--- src/rtl/ram_arbiter.sv ---
// ram_arbiter: two-port round-robin sequencer in front of a single-port data RAM
module ram_arbiter #(
  parameter int ADDR_WIDTH = 32,
  parameter int DATA_WIDTH = 32,
  parameter int SEL_WIDTH  = 4
) (
  input  logic                  clk,
  input  logic                  rst,
  input  logic                  m0_req,
  input  logic [SEL_WIDTH-1:0]  m0_write_en,
  input  logic [ADDR_WIDTH-1:0] m0_addr,
  input  logic [DATA_WIDTH-1:0] m0_write_data,
  output logic                  m0_ack,
  output logic [DATA_WIDTH-1:0] m0_read_data,
  input  logic                  m1_req,
  input  logic [SEL_WIDTH-1:0]  m1_write_en,
  input  logic [ADDR_WIDTH-1:0] m1_addr,
  input  logic [DATA_WIDTH-1:0] m1_write_data,
  output logic                  m1_ack,
  output logic [DATA_WIDTH-1:0] m1_read_data,
  output logic                  ram_en,
  output logic [SEL_WIDTH-1:0]  ram_write_en,
  output logic [ADDR_WIDTH-1:0] ram_addr,
  output logic [DATA_WIDTH-1:0] ram_write_data,
  input  logic [DATA_WIDTH-1:0] ram_read_data
);
  typedef enum logic [1:0] {IDLE, ACCESS, DONE} state_t;
  state_t r_state;
  logic r_grant;
  logic r_last;
  logic w_any;
  logic w_win;
  logic [SEL_WIDTH-1:0]  w_we;
  logic [ADDR_WIDTH-1:0] w_addr;
  logic [DATA_WIDTH-1:0] w_wd;
  logic [DATA_WIDTH-1:0] w_rd;
  // Pick the winner: a contested slot goes to the port that did not win last time
  always_comb begin
    w_any  = m0_req | m1_req;
    w_win  = (m0_req & m1_req) ? ~r_last : m1_req;
    w_we   = w_win ? m1_write_en : m0_write_en;
    w_addr = w_win ? m1_addr : m0_addr;
    w_wd   = w_win ? m1_write_data : m0_write_data;
    w_rd   = (ram_write_en == '0) ? ram_read_data : '0;
  end
  // IDLE -> ACCESS -> DONE sequencer; RAM command and acks are all registered
  always_ff @(posedge clk or posedge rst) begin
    if (rst) begin
      r_state        <= IDLE;
      r_grant        <= 1'b0;
      r_last         <= 1'b1;
      ram_en         <= 1'b0;
      ram_write_en   <= '0;
      ram_addr       <= '0;
      ram_write_data <= '0;
      m0_ack         <= 1'b0;
      m1_ack         <= 1'b0;
      m0_read_data   <= '0;
      m1_read_data   <= '0;
    end else begin
      case (r_state)
        IDLE: if (w_any) begin
          r_state        <= ACCESS;
          r_grant        <= w_win;
          r_last         <= w_win;
          ram_en         <= 1'b1;
          ram_write_en   <= w_we;
          ram_addr       <= w_addr;
          ram_write_data <= w_wd;
        end
        ACCESS: begin
          r_state        <= DONE;
          ram_en         <= 1'b0;
          ram_write_en   <= '0;
          ram_addr       <= '0;
          ram_write_data <= '0;
          if (r_grant) begin
            m1_read_data <= w_rd;
            m1_ack       <= 1'b1;
          end else begin
            m0_read_data <= w_rd;
            m0_ack       <= 1'b1;
          end
        end
        DONE: begin
          r_state <= IDLE;
          m0_ack  <= 1'b0;
          m1_ack  <= 1'b0;
        end
        default: r_state <= IDLE;
      endcase
    end
  end
endmodule
--- config.mk ---
export PLATFORM = sky130hd
export DESIGN_NAME = ram_arbiter
export DESIGN_NICKNAME = d
export VERILOG_FILES = /design/src/rtl/ram_arbiter.sv
export SDC_FILE = /design/constraint.sdc
export NUM_CORES = 1
export LEC_CHECK = 0
export ABC_AREA = 1
export CORE_MARGIN = 4
export CORE_UTILIZATION = 40
export DETAILED_ROUTE_END_ITERATION = 12
export DONT_BUFFER_PORTS = 1
export GPL_TIMING_DRIVEN = 0
export SYNTH_ARGS = -nofsm -noshare
export SYNTH_HDL_FRONTEND = slang
export SYNTH_SLANG_ARGS = --single-unit
--- constraint.sdc ---
create_clock -name clk -period 8.86 [get_ports clk]
set_clock_uncertainty 0.1 [all_clocks]
set_input_delay 2.658 -clock clk [delete_from_list [all_inputs] [get_ports clk]]
set_output_delay 2.658 -clock clk [all_outputs]
set_load 0.05 [all_outputs]
======== Word-level counts from Yosys, hierarchy flattened ========
Cells that the tools add are included.
storage, ports and cells
  word-level logic and storage cells ...... 49
  bits of input ports ..................... 172
  flip-flop bits (word level) ............. 139
  output and inout bits ................... 135
operators by class
  equal/unequal tests ..................... 5
  reduce and logical (&&, ||, !) cells .... 10
  muxes and demuxes ....................... 19
  bitwise logic cells ..................... 4
operator list
  operator                                       count
  2-to-1 mux 32 bit                              5
  one-hot mux 32 bit (2 select lines)            2
  AND reduction 2 bit                            6
  2-to-1 mux 4 bit                               2
  one-hot mux 4 bit (2 select lines)             1
  inequality test 2 bit, second input constant   3
  one-hot mux 1 bit (2 select lines)             3
  zero test 4 bit                                1
  2-to-1 mux 1 bit                               4
  one-hot mux 2 bit (2 select lines)             1
  nonzero test 2 bit                             2
  == test 2 x 1 -> 1 bit, second input constant  1
  == test 2 bit, second input constant           1
  zero test 2 bit                                1
  2-to-1 mux 2 bit                               1
  inverter 1 bit                                 2
  bitwise AND 1 bit                              1
  bitwise OR 1 bit                               1

======== Depth between registers and ports, before layout ========
  depth after elaboration ................. 5
  mapped depth ............................ 7
  mapped depth without buffers ............ 5

======== Least setup slack after synthesis ========
OpenSTA, ideal clock, no wires.
  path type ............................... input to register
  from .................................... in m1_req
  to ...................................... reg ram_addr[0]
  data required time ...................... 8.642 ns
  cell stages on the path ................. 6
  buffers on the path ..................... 3
  arrival time ............................ 3.351 ns
  path slack .............................. 5.290 ns
  library setup time ...................... 0.118 ns
  cell sequence ........................... buf_2 buf_4 buf_2 nand3_1 nand3_1 nand2_1
on the way
  longest elaborated chain between the ends .. 5
  elaborated cells between the ends (all ways) .. 8
  those cells by class .................... eq/ne (1); mux (4); bitwise (2); reduce/logical (1)
ends and longest elaborated chain
  element                              RTL line  RTL
  start: declaration                   15        input logic m1_req,
  bitwise AND 1 bit                    40        w_win = (m0_req & m1_req) ? ~r_last : m1_req;
  2-to-1 mux 1 bit                     40
  2-to-1 mux 32 bit                    42        w_addr = w_win ? m1_addr : m0_addr;
  2-to-1 mux 32 bit                    62        IDLE: if (w_any) begin
  one-hot mux 32 bit (2 select lines)  61        case (r_state)
  end signal: assignment               68        ram_addr <= w_addr;
  end: declaration                     23        output logic [ADDR_WIDTH-1:0] ram_addr,
Parallel ways exist; a longest one is shown, timed or not. The select of a mux whose other input is x is not followed.
A chain may end at the register's enable or synchronous reset.

======== Final worst setup path ========
  from .................................... reg ram_write_en[0]
  to ...................................... out ram_write_en[0]
RTL lines
  element                   RTL line  RTL
  start: declaration        22        output logic [SEL_WIDTH-1:0] ram_write_en,
  start signal: assignment  67        ram_write_en <= w_we;
No word-level cell between the ends.

==> impl_results.md <==
- Status: completed
- Share of cells above drive strength 1: 0.09688
- Area leader, netlist: dfrtp_1
- Final Util: 0.4589
- Reg2Reg Depth: 4
- Post-Syn Area: 6703 um^2
- Post-cts hold buffer count: 0
- Syn Inst Count: between 800 and 900
- Gpl congestion: 0.7974
- Vias per Instance: 5.155
- Worst Slack Setup Final: 4.937 ns
- # diodes: 0
- Number of flops mapped to enable cells by yosys: 0
- Hold Path Class: reg -> reg
- Final hold vios: 0
- Top-count cell post-synth: nand3_1
- Number of global-route vias before repair: about 5500
- CTS tree: built
- Fillers: 1694
- Die ar.: 18890 um^2
- PD cells: ~440 nW/um^2
- Placed wire-length estimate: 15.53 mm
- Avg Cell Area, Syn: 7.740 um^2
- Final WL: 20.24 mm
- Largest net degree at the start of global routing: 75
- Initial core utilization: 0.4056
- Max transition margin: 0.5869
- TNS Setup: 0 ns
- Ports: 307
- Post-synthesis sequential area ratio: 0.5191
- Drt wl/cell: 18.10 um
- Multi-input logic area: 2364 um^2
- Post-DRT Antenna Nets: 0
- Critical Path RT: 6.10 ns
- Worst Path Arrival: 1.17 ns
- Hold path depth: 2
- Chip height: around 140 um
- Min Tclk post-route: a little under 4 ns
- CP endpoint kind: output pin
- RSZ-0062 raised after global routing: no
- Crit path depth: 0
- First-pass GRT wire length: roughly 30 mm
- Setup bufs post-CTS: 0
- Final nets: 1058
- Standby leakage power: 0.004108 uW
- Global Route Usage Sum: 0.2076
- Clk root buf: clkbuf_16
- Deepest clock path buffer count: 2
- CTS H-tree lvls: 4
- WS Path Type: reg -> out
- Flip-flop and latch area: 3480 um^2
- Die W: 137.4 um
- PnR Total Power: approximately 3300 uW
- I/O Buffers: 0
- #FFs+latches synth: approximately 140
- Yosys synthesis warning count: 0
- Slew Limit Fails: 0
- Vias after detailed routing: 5763
- Congestion Overflow GR: 0
- Final setup fails: 0
- Layout area overhead: 13.14%
- Max-cap violations: 0
- Worst slew pin tran: 0.6197 ns
- Pre-CTS setup slack: 4.897 ns
- DRT iter0 DRCs: 294
- # DRC: 0
- Final period utilization: 0.4428
- Distinct cells, synth: 17
- Clock latency on the worst-skew pair: approximately 0.42 ns
- Core ar.: 16520 um^2
- Top FF cell, synth: dfrtp_1
- Num CTS Buffers: 17
- Drt first pass iters: 4
- Peak supply drop: 0.1948 mV
- Core Rows: 47
- Ys async rst share: 1.000
- Worst-path fanout max: 3
- Cts repair resizes: 0
- Sink Count: 139
- Initial antenna violation count: 0
- Startpoint Class: flop
- Syn nets: 1038
- FMAX: roughly 0.25 GHz
- Clock transition at path regs: 0.06 ns
- Area contributors post-synth: dfrtp_1 52%, nand3_1 18%, nand2_1 12%
- Area share of the largest cell type after synthesis: 0.5152
- Most frequent cells after synthesis: 236 x nand3_1, 210 x nand2_1, 140 x inv_1
[layer usage]
metal | track usage | vias to the layer above | part of all wire
met5 | 0 | - | 0
met4 | 0.05654 | 0 | 0.010
met3 | 0.08181 | 15 | 0.10
met2 | 0.3349 | 234 | 0.48
met1 | 0.2595 | 2736 | 0.41
li1 | - | 2778 | -
[metrics by stage]
step | instances | hold WS [ns] | instance area (um^2)
final | 1118 | 0.3726 | 7584
after global routing | 1118 | 0.4208 | 7584
after CTS | 1118 | 0.3761 | 7584
after detailed placement | 1087 | 0.3669 | 7010
after global placement | 1086 | 0.3617 | 6978
after floorplan | 866 | 0.3495 | 6703
[registers in the layout (all words and copies together), names as in the netlist]
| register | cells |
|---|---|
| m0_ack | 1 |
| m0_read_data | 32 |
| m1_ack | 1 |
| m1_read_data | 32 |
| r_grant | 1 |
| r_last | 1 |
| r_state | 2 |
| ram_addr | 32 |
| ram_en | 1 |
| ram_write_data | 32 |
| ram_write_en | 4 |
[where the power goes]
| part | total [uW] | internal, uW | switching (uW) |
|---|---|---|---|
| Clock | 699 | 414 | 285 |
| Combinational | 830 | 264 | 565 |
| Sequential | 1820 | 851 | 970 |
[path summary, 6_finish.rpt]
kind | startpoint | end | slack (ns)
setup / recovery | ram_write_en[0]$_DFFE_PP0P_ | ram_write_en[0] | 4.94
hold / removal | r_last$_DFFE_PP1P_ | r_last$_DFFE_PP1P_ | 0.37
setup reg to reg | ram_write_en[2]$_DFFE_PP0P_ | m0_read_data[27]$_DFFE_PP0P_ | 6.92
hold reg to reg | r_last$_DFFE_PP1P_ | r_last$_DFFE_PP1P_ | 0.37
max in group asynchronous | rst | r_last$_DFFE_PP1P_ | 5.77
min in group asynchronous | rst | m1_read_data[19]$_DFFE_PP0P_ | 2.08
[layout by cell type (no fill, tap or decap)]
cell,n
buf_1,4
o21ai_2,1
nand2_1,210
buf_16,1
nor2_4,2
clkbuf_16,17
inv_1,139
inv_6,4
dfrtp_1,138
clkinv_4,3
inv_2,2
nor2_1,4
o21ai_0,3
clkbuf_1,13
nand3_1,236
buf_6,4
clkinv_2,4
o21ai_1,64
buf_4,3
clkinvlp_4,2
nand2_2,2
dfstp_2,1
buf_2,39
bufinv_16,2
[kinds of logic (layout without fill, tap and decap cells)]
group | Yosys count | in the layout | share of synthesized area
buffers and inverters | 205 | 237 | 0.1282
AND/OR/NAND/NOR | 454 | 454 | 0.3013
AO/OA/AOI/OAI | 68 | 68 | 0.05133
flip-flops | 139 | 139 | 0.5191
[worst min-delay path: stages (launching register included)]
cell	delay [ns]
dfstp_2	0.37
nand2_1	0.06
nand2_1	0.04
[cell type report]
type	count	share of cell area
plain buffers	63	0.04306
flip-flops and latches	139	0.4588
clock inverters	14	0.01947
clock buffers	17	0.05610
well taps	220	0.03630
repair buffers	1	0.003630
multi-input cells	522	0.3117
inverters	142	0.07095
Power figures use the tool's default switching activity.
